## src/rtl/async_fifo_if.sv

```systemverilog
`default_nettype none
// ============================================================================
//  Module      : async_fifo_if
//  Description : Producer/consumer handshake bundle for the async_fifo buffer.
//                The master side is the producer/consumer datapath; the slave
//                side is the FIFO itself.
//  Revision    : 1.0 - initial release
// ============================================================================
interface async_fifo_if #(
    parameter int DATA_WIDTH = 8
) ();

    logic                  wr_en;
    logic [DATA_WIDTH-1:0] wr_data;
    logic                  full;
    logic                  rd_en;
    logic [DATA_WIDTH-1:0] rd_data;
    logic                  empty;
    logic                  has_data;

    // Datapath side: issues requests and observes status and read data.
    modport master (
        output wr_en,
        output wr_data,
        output rd_en,
        input  full,
        input  rd_data,
        input  empty,
        input  has_data
    );

    // FIFO side: accepts requests and reports status and read data.
    modport slave (
        input  wr_en,
        input  wr_data,
        input  rd_en,
        output full,
        output rd_data,
        output empty,
        output has_data
    );

endinterface
`default_nettype wire

```

## src/rtl/async_fifo.sv

```systemverilog
`default_nettype none
// ============================================================================
//  Module      : async_fifo
//  Description : Single-clock FIFO, DATA_WIDTH x 2^ADDR_WIDTH, registered read
//                data, exact status flags and a programmable full reserve.
//                The historical name is retained for existing instantiations.
//                Optional build macro ASYNC_FIFO_ASSERT_EN enables simulation
//                assertions on dropped requests and occupancy overflow.
//  Revision    : 1.0 - initial release
// ============================================================================
module async_fifo #(
    parameter int DATA_WIDTH = 8,
    parameter int ADDR_WIDTH = 4,
    parameter int RESERVE    = 0
) (
    input  wire          clk,
    input  wire          rst_n,
    async_fifo_if.slave  bus
);

    // ------------------------------------------------------------------------
    // Constants
    // ------------------------------------------------------------------------
    localparam int                  c_DEPTH       = 1 << ADDR_WIDTH;
    // Occupancy at which the writer is stopped, reserve already subtracted.
    localparam logic [ADDR_WIDTH:0] c_FULL_LEVEL  = (ADDR_WIDTH + 1)'(c_DEPTH - RESERVE);
    localparam logic [ADDR_WIDTH:0] c_DEPTH_CNT   = (ADDR_WIDTH + 1)'(c_DEPTH);
    localparam logic [ADDR_WIDTH:0] c_PTR_ONE     = (ADDR_WIDTH + 1)'(1);
    // Number of cycles both sides stay busy once reset is released.
    localparam logic [1:0]          c_BUSY_CYCLES = 2'd2;

    // ------------------------------------------------------------------------
    // State
    // ------------------------------------------------------------------------
    logic [DATA_WIDTH-1:0] mem_q [c_DEPTH];
    logic [DATA_WIDTH-1:0] mem_d [c_DEPTH];

    logic [ADDR_WIDTH:0]   wr_ptr_q,   wr_ptr_d;
    logic [ADDR_WIDTH:0]   rd_ptr_q,   rd_ptr_d;
    logic [DATA_WIDTH-1:0] rd_data_q,  rd_data_d;
    logic [1:0]            busy_cnt_q, busy_cnt_d;
    logic                  wr_rst_q,   wr_rst_d;
    logic                  rd_rst_q,   rd_rst_d;

    // Reset-busy indications, kept visible under their architectural names.
    logic                  wr_rst;
    logic                  rd_rst;

    // ------------------------------------------------------------------------
    // Combinational status
    // ------------------------------------------------------------------------
    logic [ADDR_WIDTH:0]   w_count;
    logic                  w_empty;
    logic                  w_full;
    logic                  w_wr_accept;
    logic                  w_rd_accept;
    logic [ADDR_WIDTH-1:0] w_wr_idx;
    logic [ADDR_WIDTH-1:0] w_rd_idx;

    assign wr_rst   = wr_rst_q;
    assign rd_rst   = rd_rst_q;

    // Pointers carry one extra wrap bit, so the modular difference is the
    // exact occupancy and full/empty are never ambiguous.
    assign w_count  = wr_ptr_q - rd_ptr_q;
    assign w_empty  = (w_count == '0);
    assign w_full   = (w_count >= c_FULL_LEVEL) || wr_rst_q;

    assign w_wr_idx = wr_ptr_q[ADDR_WIDTH-1:0];
    assign w_rd_idx = rd_ptr_q[ADDR_WIDTH-1:0];

    // Requests against a blocking flag are dropped without touching state.
    assign w_wr_accept = bus.wr_en && !w_full  && !wr_rst_q;
    assign w_rd_accept = bus.rd_en && !w_empty && !rd_rst_q;

    assign bus.full     = w_full;
    assign bus.empty    = w_empty;
    assign bus.has_data = !w_empty;
    assign bus.rd_data  = rd_data_q;

    // ------------------------------------------------------------------------
    // Reset-busy sequencing
    // ------------------------------------------------------------------------

    // Count down the post-reset busy window; both sides release together.
    always_comb begin : busy_next
        busy_cnt_d = busy_cnt_q;
        wr_rst_d   = (busy_cnt_q != 2'd0);
        rd_rst_d   = (busy_cnt_q != 2'd0);
        if (busy_cnt_q != 2'd0) begin
            busy_cnt_d = busy_cnt_q - 2'd1;
        end
    end

    // Busy registers: forced busy while reset is held.
    always_ff @(posedge clk) begin : busy_regs
        if (!rst_n) begin
            busy_cnt_q <= c_BUSY_CYCLES;
            wr_rst_q   <= 1'b1;
            rd_rst_q   <= 1'b1;
        end else begin
            busy_cnt_q <= busy_cnt_d;
            wr_rst_q   <= wr_rst_d;
            rd_rst_q   <= rd_rst_d;
        end
    end

    // ------------------------------------------------------------------------
    // Write side
    // ------------------------------------------------------------------------

    // Advance the write pointer on every accepted write.
    always_comb begin : wr_ptr_next
        wr_ptr_d = wr_ptr_q;
        if (w_wr_accept) begin
            wr_ptr_d = wr_ptr_q + c_PTR_ONE;
        end
    end

    // Place an accepted word in the slot addressed by the write pointer.
    always_comb begin : mem_next
        mem_d = mem_q;
        if (w_wr_accept) begin
            mem_d[w_wr_idx] = bus.wr_data;
        end
    end

    // Storage array; contents are invalidated by pointer reset, not cleared.
    always_ff @(posedge clk) begin : mem_regs
        mem_q <= mem_d;
    end

    // ------------------------------------------------------------------------
    // Read side
    // ------------------------------------------------------------------------

    // Advance the read pointer and load the output word on an accepted read;
    // otherwise the output word is held.
    always_comb begin : rd_next
        rd_ptr_d  = rd_ptr_q;
        rd_data_d = rd_data_q;
        if (w_rd_accept) begin
            rd_ptr_d  = rd_ptr_q + c_PTR_ONE;
            rd_data_d = mem_q[w_rd_idx];
        end
    end

    // Pointer and read-data registers, all returned to zero by reset.
    always_ff @(posedge clk) begin : ptr_regs
        if (!rst_n) begin
            wr_ptr_q  <= '0;
            rd_ptr_q  <= '0;
            rd_data_q <= '0;
        end else begin
            wr_ptr_q  <= wr_ptr_d;
            rd_ptr_q  <= rd_ptr_d;
            rd_data_q <= rd_data_d;
        end
    end

    // ------------------------------------------------------------------------
    // Optional checking
    // ------------------------------------------------------------------------
`ifdef ASYNC_FIFO_ASSERT_EN
    // A write request while full is dropped; report it outside the busy window.
    a_wr_while_full : assert property (
        @(posedge clk) disable iff (!rst_n || wr_rst_q)
        !(bus.wr_en && w_full)
    ) else $error("async_fifo: write requested while full, word dropped");

    // A read request while empty is dropped; report it outside the busy window.
    a_rd_while_empty : assert property (
        @(posedge clk) disable iff (!rst_n || rd_rst_q)
        !(bus.rd_en && w_empty)
    ) else $error("async_fifo: read requested while empty, request dropped");

    // Occupancy can never exceed the physical depth.
    a_count_bound : assert property (
        @(posedge clk) disable iff (!rst_n)
        (w_count <= c_DEPTH_CNT)
    ) else $error("async_fifo: occupancy exceeds depth");
`else
    // Dropped requests are silent in this build; the datapath is unchanged.
`endif

endmodule
`default_nettype wire

```

## src/flat_wrapper.sv

```systemverilog
// flat-port wrapper written by rule: the top's interface ports become plain ports
module async_fifo_flat 
#(
    parameter int DATA_WIDTH = 8,
    parameter int ADDR_WIDTH = 4,
    parameter int RESERVE    = 0
)
  (clk, rst_n, bus_wr_en, bus_wr_data, bus_rd_en, bus_full, bus_rd_data, bus_empty, bus_has_data);
  async_fifo_if #(.DATA_WIDTH(DATA_WIDTH)) bus_i ();
  input  wire clk;
  input  wire rst_n;
  input wire logic [$bits(bus_i.wr_en)-1:0] bus_wr_en;
  input wire logic [$bits(bus_i.wr_data)-1:0] bus_wr_data;
  input wire logic [$bits(bus_i.rd_en)-1:0] bus_rd_en;
  output wire logic [$bits(bus_i.full)-1:0] bus_full;
  output wire logic [$bits(bus_i.rd_data)-1:0] bus_rd_data;
  output wire logic [$bits(bus_i.empty)-1:0] bus_empty;
  output wire logic [$bits(bus_i.has_data)-1:0] bus_has_data;
  assign bus_i.wr_en = bus_wr_en;
  assign bus_i.wr_data = bus_wr_data;
  assign bus_i.rd_en = bus_rd_en;
  assign bus_full = bus_i.full;
  assign bus_rd_data = bus_i.rd_data;
  assign bus_empty = bus_i.empty;
  assign bus_has_data = bus_i.has_data;
  async_fifo #(.DATA_WIDTH(DATA_WIDTH), .ADDR_WIDTH(ADDR_WIDTH), .RESERVE(RESERVE)) u_core (.clk(clk), .rst_n(rst_n), .bus(bus_i));
endmodule
```

## config.mk

```make
export PLATFORM = sky130hd
export DESIGN_NAME = async_fifo_flat
export DESIGN_NICKNAME = d
export VERILOG_FILES = /design/src/rtl/async_fifo_if.sv /design/src/rtl/async_fifo.sv /design/src/flat_wrapper.sv
export SDC_FILE = /design/constraint.sdc
export NUM_CORES = 1
export LEC_CHECK = 0
export CORE_UTILIZATION = 50
export DETAILED_ROUTE_END_ITERATION = 10
export MAX_ROUTING_LAYER = met4
export PLACE_DENSITY = 0.78
export SETUP_SLACK_MARGIN = 0.02
export SLEW_MARGIN = 5
export SYNTH_ARGS = -nofsm -noshare
export SYNTH_HDL_FRONTEND = slang
export SYNTH_SLANG_ARGS = --single-unit
```

## constraint.sdc

```tcl
create_clock -name clk -period 4.4 [get_ports clk]
set_input_delay 0.66 -clock clk [delete_from_list [all_inputs] [get_ports clk]]
set_output_delay 0.66 -clock clk [all_outputs]
set_load 0.03 [all_outputs]
```

==> impl_metrics.yaml, run 1 <==
worst_setup_path:
  rr_startpoint: "u_core.wr_ptr_q[0]"
  cp_slowest_stage_delay_ns: 0.69
  startpoint: "u_core.wr_ptr_q[0]"
  worstSetupStartpointType: "flip-flop"
  crit_slowest_cell: "clkdlybuf4s50_1"
  cp_max_fo: 7
  cp_cell_sequence: "inv_1 -> ha_1 -> inv_1 -> fa_1 -> xor2_1 -> nor3b_1 -> o21ai_0 -> nor2_1 -> clkdlybuf4s50_1"
  path_common_cell: "inv_1"
  critPathKind: "reg -> out"
  critPathRequiredTime_ns: 3.74
  critPathCaptureType: "output pin"
  cp.arrival_ns: 3.22
floorplanning:
  die_area_um2: 12570
  start_util_pct: 52.22
  die_h_um: 112.1
  rows: 39
  num_io_pins: 23
  core-area_um2: 11610
  die_x_um: 112.1
drt:
  antenna_left: 0
  wl_mm: 11.96
  wl_per_cell_um: 22.06
  firstDrtPassIters: 7
  drt_iter0_markers: 381
  drc: 1
  vias: 3239
  vias_per_cell: 5.976
clocking:
  cts_sinks: 149
  clkTransAtPathRegs_ns: 0.06
  post_cts_resized: 0
  clock_path_buffers: 2
  cts_buffers: 17
  cts_hold_buf: 0
  worstSkewPairLatency_ns: 0.42
  cts_setup_buffers: 0
  htreeDepth: 4
  root_buffer: "clkbuf_16"
  cts_tree: "built"
placed_design:
  dp_cells: 511
  gp_congestion: 0.8292
  dp_hpwl_mm: 7.361
  place.port_buffers: 22
sta:
  drv_slew: 0
  worst_clock_skew_ns: 0.01134
  fin_setup_tns_ns: 0
  finalCritPeriodShare_pct: 88.09
  setup_viol: 0
  period_needed_ns: 3.876
  final-hold-violation-count: 0
  worst_slew_pin_slew_ns: 1.048
  slew_headroom_pct: 29.95
  timing.hold.ws_ns: 0.4644
  timing.fmax_mhz: 258.0
  rsz0062_at_grt: "false"
finish:
  synthToLayoutAreaGrowth_pct: 15.99
  fin_nets: 410
  layoutNonFillerInstCount: 542
  multiInputGateArea_um2: 1687
  fill_cells: 852
  seq_area_um2: 4265
  drive_above_1_share_pct: 17.04
  antenna_cells: 0
hold_path:
  worstHoldStart: "u_core.bus.rd_data[5]"
  hp-class: "reg -> reg"
outcome:
  status: "finished with violations"
  violations: "DRC"
grt:
  grt_max_degree: 39
  gr-total-overflow: 0
  grt_pass1_vias: 3362
  antenna_found_initial: 0
  grt_pass1_wl_mm: 19.00
  grt_use_total_pct: 22.18
yosys:
  ys_warn_count: 0
  syn_nets: 380
  synth_edf_count: 128
  async_flop_share_pct: 0
  synthesis.area_um2: 6065
  yosysSeqAreaShare_pct: 70.31
  synthFlopType: "edfxtp_1"
  yosys-top-cells-area: "edfxtp_1 (63%), mux4_2 (11%), dfxtp_1 (6.9%)"
  synth_seq_cells: 149
  synth_top_area_share_pct: 63.38
  synth_top_area_cell: "edfxtp_1"
  yosysUniqueCellTypes: 42
  syn_avg_cell_area_um2: 16.99
  syn_inst: 357
pwr:
  power_density_nw_per_um2: 457.7
  vdd_drop_max_mv: 0.2640
  p_leak_nw: 2.230
run:
  maxCapViolations: 0
-- worst max-delay path: cells and delay by family (launching register included) --
family / cells / cell delay [ns]
flops: 1 / 0.34
simple gates: 2 / 0.46
compound gates: 1 / 0.31
xor+xnor: 1 / 0.17
fa+ha+maj: 2 / 0.60
buf+inv: 3 / 0.91
-- layout by cell type, fill, tap and decap left out, drive strengths merged, types with 2 or more instances in the layout --
master	n
a2111oi	2
a21boi	2
a21oi	7
and2	3
and3	3
buf	7
bufinv	4
clkbuf	18
clkdlybuf4s50	22
clkinv	7
clkinvlp	2
dfxtp	21
edfxtp	128
ha	10
inv	10
mux2	2
mux2i	10
mux4	30
nand2	26
nand2b	7
nand4	3
nor2	17
nor2b	4
nor3	6
nor3b	2
o21ai	4
o221ai	10
o22a	5
o22ai	3
or2	2
or3	8
xnor2	4
-- where the power goes --
| group | total, mW | internal [mW] | switching, mW |
|---|---|---|---|
| Combinational | 0.184 | 0.0791 | 0.105 |
| Clock | 1.47 | 0.932 | 0.535 |
| Sequential | 1.57 | 1.56 | 0.0121 |
| Total | 3.22 | 2.57 | 0.652 |
-- metrics by stage --
step	utilization, %	power [mW]	instance area, um2	worst slack, ns
finish	60.57	3.220	7034	0.5242
global route	60.57	3.319	7034	0.3209
CTS	60.57	3.239	7034	0.4957
detailed placement	55.46	1.782	6441	0.9730
global placement	55.46	1.774	6441	1.058
floorplan	-	1.707	6065	0.8017
-- registers in the layout, summed over array words and instances, names as in the netlist --
signal	flops
u_core.rd_ptr_q	5
u_core.busy_cnt_q	2
u_core.wr_rst	1
u_core.bus.rd_data	8
u_core.mem_q	128
u_core.wr_ptr_q	5
-- final timing paths --
check | end | slack [ns] | depth (start not counted)
max | bus_empty | 0.52 | 9
min | u_core.bus.rd_data[5] | 0.46 | 2
max reg2reg | u_core.mem_q[53] | 0.95 | 9
min reg2reg | u_core.bus.rd_data[5] | 0.46 | 2
-- synth_stat cells (3+ instances only) --
cell type,number
nand2_1,26
a21oi_1,7
and2_1,3
o21ai_0,4
nand4_1,3
mux4_2,30
inv_1,10
o22a_1,5
buf_1,3
nor2b_1,4
buf_2,3
mux2i_1,10
or3_1,8
o22ai_1,3
clkbuf_1,10
nor3_1,6
o221ai_1,10
ha_1,10
xnor2_1,4
edfxtp_1,128
nor2_1,17
dfxtp_1,21
nand2b_1,7
-- logic make-up after synthesis --
logic type      share of synthesized area [%]
buf+inv                                 1.877
xor+xnor                               0.7221
mux                                     13.16
flops                                   70.31
simple gates                            6.953
fa+ha+maj                               2.393
compound gates                          4.580
-- routing by layer --
| layer | up-vias | track usage [%] | share of wire (%) |
|---|---|---|---|
| met5 | - | - | 0 |
| met4 | 0 | 10.40 | 1.6 |
| met3 | 20 | 5.940 | 6.4 |
| met2 | 120 | 32.88 | 49 |
| met1 | 1629 | 28.80 | 43 |
| li1 | 1470 | - | - |
-- area by class of cell --
class	count	share of cell area, %
Sequential cell	149	60.64
Multi-Input combinational cell	180	23.98
Clock buffer	18	6.101
Timing Repair Buffer	29	3.878
Tap cell	143	2.544
Clock inverter	13	2.330
Inverter	10	0.5336
Power figures use the tool's default switching activity.
==> inputs of run 2 (changes only) <==
--- a/config.mk
+++ b/config.mk
@@ -7,6 +7,7 @@
 export LEC_CHECK = 0
 export CORE_UTILIZATION = 50
 export DETAILED_ROUTE_END_ITERATION = 10
+export GPL_TIMING_DRIVEN = 0
 export MAX_ROUTING_LAYER = met4
 export PLACE_DENSITY = 0.78
 export SETUP_SLACK_MARGIN = 0.02
==> run 2 against run 1 <==
Effect of this change: the flow still finishes with violations (DRC); sequential power about the same; sequential share of layout area down 0.84 points; power is 3.4% higher; sequential cell count stayed put; critical path depth is 1 higher; largest cell class unchanged.
==> impl_metrics.yaml, run 2 (synthesis gave the netlist of run 1 again) <==
sta:
  final-hold-violation-count: 0
  timing.fmax_mhz: 242.0
  worst_clock_skew_ns: 0.005573
  slew_headroom_pct: 38.45
  setup_viol: 0
  finalCritPeriodShare_pct: 93.92
  fin_setup_tns_ns: 0
  period_needed_ns: 4.133
  layout_setup_ws_ns: 0.2675
  timing.hold.ws_ns: 0.4617
  worst_slew_pin_slew_ns: 0.9198
  drv_slew: 0
  rsz0062_at_grt: "false"
worst_setup_path:
  cp_cell_sequence: "clkbuf_2 -> inv_1 -> ha_1 -> nand3_1 -> a21oi_1 -> or2_2 -> clkbuf_1 -> nor2_1 -> inv_1 -> clkdlybuf4s50_1"
  crit_slowest_cell: "clkdlybuf4s50_1"
  critPathKind: "reg -> out"
  cp.arrival_ns: 3.47
  cp_slowest_stage_delay_ns: 0.66
  critPathCaptureType: "output pin"
  worstSetupStartpointType: "flip-flop"
  cp_max_fo: 10
  rr_worst_depth: 8
  r2r-end: "u_core.mem_q[91]"
  critPathRequiredTime_ns: 3.74
  r2r_slack_ns: 0.70
  path_common_cell: "inv_1"
  rr_startpoint: "u_core.rd_ptr_q[1]"
clocking:
  root_buffer: "clkbuf_16"
  cts_setup_buffers: 0
  cts_sinks: 149
  cts_hold_buf: 0
  worstSkewPairLatency_ns: 0.42
  cts_tree: "built"
  clkTransAtPathRegs_ns: 0.06
  htreeDepth: 4
  clock_path_buffers: 2
  cts_buffers: 17
finish:
  largest_register: "u_core.mem_q"
  antenna_cells: 0
  synthToLayoutAreaGrowth_pct: 17.62
  final_cell_mix: "edfxtp_1 (128), mux4_2 (30), nand2_1 (26), clkdlybuf4s50_1 (21), dfxtp_1 (20)"
  drive_above_1_share_pct: 18.78
  largest_reg_flops: 128
  postLayoutCoreUtil_pct: 61.42
  final_common_cell: "edfxtp_1"
  fin_nets: 420
floorplanning:
  start_util_pct: 52.22
  core-area_um2: 11610
  die_x_um: 112.1
  die_h_um: 112.1
  die_area_um2: 12570
  rows: 39
  num_io_pins: 23
placed_design:
  gp_congestion: 0.7941
  dp_hpwl_mm: 8.132
  preCtsSetupSlack_ns: -0.3739
  place.port_buffers: 22
pwr:
  power_density_nw_per_um2: 466.8
  vdd_drop_max_mv: 0.3006
  p_leak_nw: 2.286
grt:
  grt_max_degree: 17
  grt_pass1_wl_mm: 19.25
  gr-total-overflow: 0
  grt_pass1_vias: 3370
  grt_use_total_pct: 22.38
  antenna_found_initial: 0
drt:
  drc: 1
  drt_iter0_markers: 310
  vias: 3329
  wl_per_cell_um: 22.39
  firstDrtPassIters: 7
  vias_per_cell: 6.020
  antenna_left: 0
  wl_mm: 12.38
outcome:
  status: "finished with violations"
  violations: "DRC"
hold_path:
  hp-class: "reg -> reg"
  hold_depth: 2
  min_to: "u_core.bus.rd_data[5]"
  worstHoldStart: "u_core.bus.rd_data[5]"
run:
  maxCapViolations: 0
run 2: metrics by stage:
| stage | total power [mW] | instance area [um2] | instances |
|---|---|---|---|
| 6_report | 3.330 | 7133 | 553 |
| 2_1_floorplan | 1.707 | 6065 | 357 |
| 3_5_place_dp | 1.784 | 6474 | 522 |
| 4_1_cts | 3.336 | 7132 | 554 |
| 3_3_place_gp | 1.773 | 6464 | 522 |
| 5_1_grt | 3.408 | 7133 | 553 |
run 2: where the power goes:
group          leakage, nW  total [mW]  internal, mW  switching (mW)
Combinational        0.649       0.184        0.0776           0.107
Clock                0.316        1.58          1.01           0.568
Sequential            1.32        1.57          1.56          0.0111
Total                 2.29        3.33          2.64           0.686
run 2: what timing repair did:
action	in CTS	in global routing
hold endpoints to repair	0	0
gates resized for setup	5	3
endpoints found under the setup margin	19	1
run 2: layout make-up:
cell class                      instances  area (um2)
Inverter                               10       37.54
Multi-Input combinational cell        180        1707
Clock buffer                           17       425.4
Fill cell                             829        4481
Tap cell                              143       178.9
Buffer                                 17       76.32
Sequential cell                       149        4265
Clock inverter                         15       224.0
Timing Repair Buffer                   22       219.0
run 2: routing by layer:
metal  vias to the layer above  wire, um  track usage (%)
met3                        19       786            4.806
met1                      1700      5193            28.69
met2                       120      6136            34.99
met5                         -         0                -
li1                       1490         -                -
met4                         0       266            9.422
run 2: worst max-delay path, delay by kind of cell, from the launching register on:
kind                     cells  cell delay, ns
AO/OA/AOI/OAI                1            0.34
adder cells (fa/ha/maj)      1            0.37
buffers and inverters        5            1.40
flip-flops                   1            0.51
AND/OR/NAND/NOR              3            0.43
run 2: worst max-delay path by stage:
stage | start | endpoint | slack [ns] | cells after the start
final | u_core.rd_ptr_q[2] | bus_has_data | 0.27 | 10
after global placement | u_core.rd_ptr_q[1] | u_core.mem_q[114] | -0.21 | 9
after CTS | u_core.rd_ptr_q[2] | bus_has_data | 0.06 | 9
after detailed placement | u_core.rd_ptr_q[1] | u_core.mem_q[123] | -0.37 | 9
after floorplan | u_core.rd_ptr_q[1] | bus_has_data | 0.80 | 10
after global routing | u_core.rd_ptr_q[2] | bus_has_data | 0.09 | 10
==> inputs of run 3 (changes only) <==
--- a/config.mk
+++ b/config.mk
@@ -5,6 +5,7 @@
 export SDC_FILE = /design/constraint.sdc
 export NUM_CORES = 1
 export LEC_CHECK = 0
+export ABC_AREA = 1
 export CORE_UTILIZATION = 50
 export DETAILED_ROUTE_END_ITERATION = 10
 export GPL_TIMING_DRIVEN = 0
==> run 3 against run 2 <==
Effect of this change: the flow now finishes without violations; synthesized area is 6.3% higher; worst setup slack better by 0.32 ns; non-clock buffer count up 10; cell count up 54%; sequential share of layout area is 2.7 points lower; combinational power is 87% higher; wire length grew 17%; global-route usage rose by 2.0 points; via count increased by 35%; first-iteration DRC count increased by 40%; hold slack gained 0.018 ns; register-to-register slack better by 0.20 ns.
==> impl_metrics.yaml, run 3 <==
sta:
  finalCritPeriodShare_pct: 86.56
  timing.fmax_mhz: 262.5
  slew_headroom_pct: 16.73
  rsz0062_at_grt: "false"
  worst_clock_skew_ns: 0.008596
  final-hold-violation-count: 0
  period_needed_ns: 3.809
  setup_viol: 0
  fin_setup_tns_ns: 0
  worst_slew_pin_slew_ns: 1.240
  drv_slew: 0
finish:
  largest_register: "u_core.mem_q"
  drive_above_1_share_pct: 8.517
  fill_cells: 1035
  postLayoutCoreUtil_pct: 59.20
  antenna_cells: 0
  final_common_cell: "nor2_1"
  layoutNonFillerInstCount: 853
  fin_nets: 691
  final_cell_mix: "nor2_1 (147), edfxtp_1 (128), nand2_1 (121), o21ai_0 (63), nand3_1 (38)"
  largest_reg_flops: 128
  synthToLayoutAreaGrowth_pct: 15.90
placed_design:
  gp_congestion: 0.9027
  place.port_buffers: 22
  dp_hpwl_mm: 9.925
  dp_cells: 821
clocking:
  cts_buffers: 17
  post_cts_resized: 0
  root_buffer: "clkbuf_16"
  htreeDepth: 4
  cts_sinks: 149
  cts_tree: "built"
  clkTransAtPathRegs_ns: 0.06
  clock_path_buffers: 2
  worstSkewPairLatency_ns: 0.43
  cts_hold_buf: 0
  cts_setup_buffers: 0
drt:
  drc: 0
  drt_iter0_markers: 433
  vias: 4484
  wl_mm: 14.53
  antenna_left: 0
  wl_per_cell_um: 17.03
  firstDrtPassIters: 7
  vias_per_cell: 5.257
pwr:
  power_density_nw_per_um2: 449.7
  vdd_drop_max_mv: 0.2893
  power_mw: 3.360
  p_leak_nw: 2.878
yosys:
  synth_top_area_share_pct: 59.63
  synth_most_common_cell: "nor2_1"
  synth_edf_count: 128
  async_flop_share_pct: 0
  syn_nets: 650
  synthesis.area_um2: 6446
  syn_inst: 627
  synth_commonest_cells: "nor2_1 (147), edfxtp_1 (128), nand2_1 (121), o21ai_0 (63), nand3_1 (38)"
  ys_warn_count: 0
  synth_seq_cells: 149
  yosysSeqAreaShare_pct: 66.15
  synth_top_area_cell: "edfxtp_1"
  syn_avg_cell_area_um2: 10.28
  yosysUniqueCellTypes: 26
  synthFlopType: "edfxtp_1"
  yosys-top-cells-area: "edfxtp_1 (60%), nor2_1 (8.6%), nand2_1 (7.0%)"
floorplanning:
  start_util_pct: 51.08
  die_x_um: 115.5
  die_area_um2: 13350
  num_io_pins: 23
  core-area_um2: 12620
  rows: 41
  die_h_um: 115.5
worst_setup_path:
  cp.arrival_ns: 3.15
  critPathRequiredTime_ns: 3.74
  cp_max_fo: 11
  critPathCaptureType: "output pin"
  worstSetupStartpointType: "flip-flop"
  critPathKind: "reg -> out"
  r2r-end: "u_core.mem_q[70]"
  r2r_slack_ns: 0.90
  rr_startpoint: "u_core.rd_ptr_q[1]"
  rr_worst_depth: 12
hold_path:
  hold_depth: 2
  min_to: "u_core.rd_ptr_q[3]"
  worstHoldStart: "u_core.rd_ptr_q[3]"
  hp-class: "reg -> reg"
grt:
  grt_pass1_wl_mm: 22.65
  grt_max_degree: 17
  antenna_found_initial: 0
  grt_pass1_vias: 4404
  gr-total-overflow: 0
  grt_use_total_pct: 24.36
run:
  maxCapViolations: 0
outcome:
  status: "finished, final reports clean"
-- run 3: changes by cell type in the layout (fill, tap and decap cells not counted), moves of 8 or more --
cell	previous run	this run
nor2_1	17	147
nand2_1	26	121
o21ai_0	3	63
nand3_1	1	38
mux4_2	30	0
inv_1	10	37
mux2i_1	10	0
o221ai_1	10	0
buf_2	2	11
or3_1	8	0
-- run 3: through the flow --
step | worst slack (ns) | cell area (um2) | hold WS [ns]
global placement | 1.043 | 6882 | 0.4522
floorplan | 1.660 | 6446 | 0.4389
detailed placement | 0.8593 | 6882 | 0.4694
global route | 0.3812 | 7471 | 0.4975
finish | 0.5912 | 7471 | 0.4792
CTS | 0.5772 | 7471 | 0.4832
-- run 3: logic make-up after synthesis --
| logic type | Yosys count | synth area share [%] |
|---|---|---|
| flip-flops | 149 | 66.15 |
| AND/OR/NAND/NOR | 312 | 19.24 |
| AO/OA/AOI/OAI | 82 | 6.522 |
| adder cells (fa/ha/maj) | 11 | 2.252 |
| buffers and inverters | 67 | 5.027 |
| XOR/XNOR | 6 | 0.8154 |
-- run 3: worst max-delay path, stage by stage (launching register included) --
cell             delay (ns)
dfxtp_1                0.33
buf_2                  0.23
inv_1                  0.18
buf_2                  0.25
fa_1                   0.49
inv_1                  0.10
nor2_1                 0.05
nor2_1                 0.12
nand2_1                0.08
nand2_2                0.09
nand3_2                0.15
clkdlybuf4s50_1        0.63
-- run 3: layout make-up --
| type | count | area [um2] | share of cell area (%) |
|---|---|---|---|
| inverter | 40 | 150.1 | 2.010 |
| tap | 172 | 215.2 | 2.881 |
| timing repair buffer | 22 | 220.2 | 2.948 |
| clock buffer | 18 | 429.2 | 5.744 |
| sequential | 149 | 4264 | 57.08 |
| clock inverter | 14 | 160.2 | 2.144 |
| multi-input combinational | 411 | 1858 | 24.87 |
| buffer | 27 | 173.9 | 2.328 |
-- run 3: per-layer routing --
metal  GRT usage, %  up-vias  wire (um)
met5              -        -          0
met4          10.13        0        333
met3          6.172       35       1061
met2          38.76      164       7182
met1          29.69     2104       5951
li1               -     2181          -
-- run 3: how the worst max path moves through the flow --
stage | startpoint | to | slack (ns) | depth (start not counted)
after floorplan | u_core.rd_ptr_q[1] | u_core.mem_q[64] | 1.66 | 12
after global placement | u_core.rd_ptr_q[1] | u_core.mem_q[70] | 1.04 | 12
after detailed placement | u_core.rd_ptr_q[1] | u_core.mem_q[70] | 0.86 | 12
after CTS | u_core.rd_ptr_q[1] | bus_has_data | 0.58 | 11
after global routing | u_core.rd_ptr_q[1] | bus_has_data | 0.38 | 11
final | u_core.rd_ptr_q[1] | bus_has_data | 0.59 | 11
-- run 3: where the power goes --
group	switching, mW	leakage, nW	internal, mW
registers	0.0115	1.32	1.56
logic	0.228	1.27	0.116
clock network	0.562	0.285	0.886
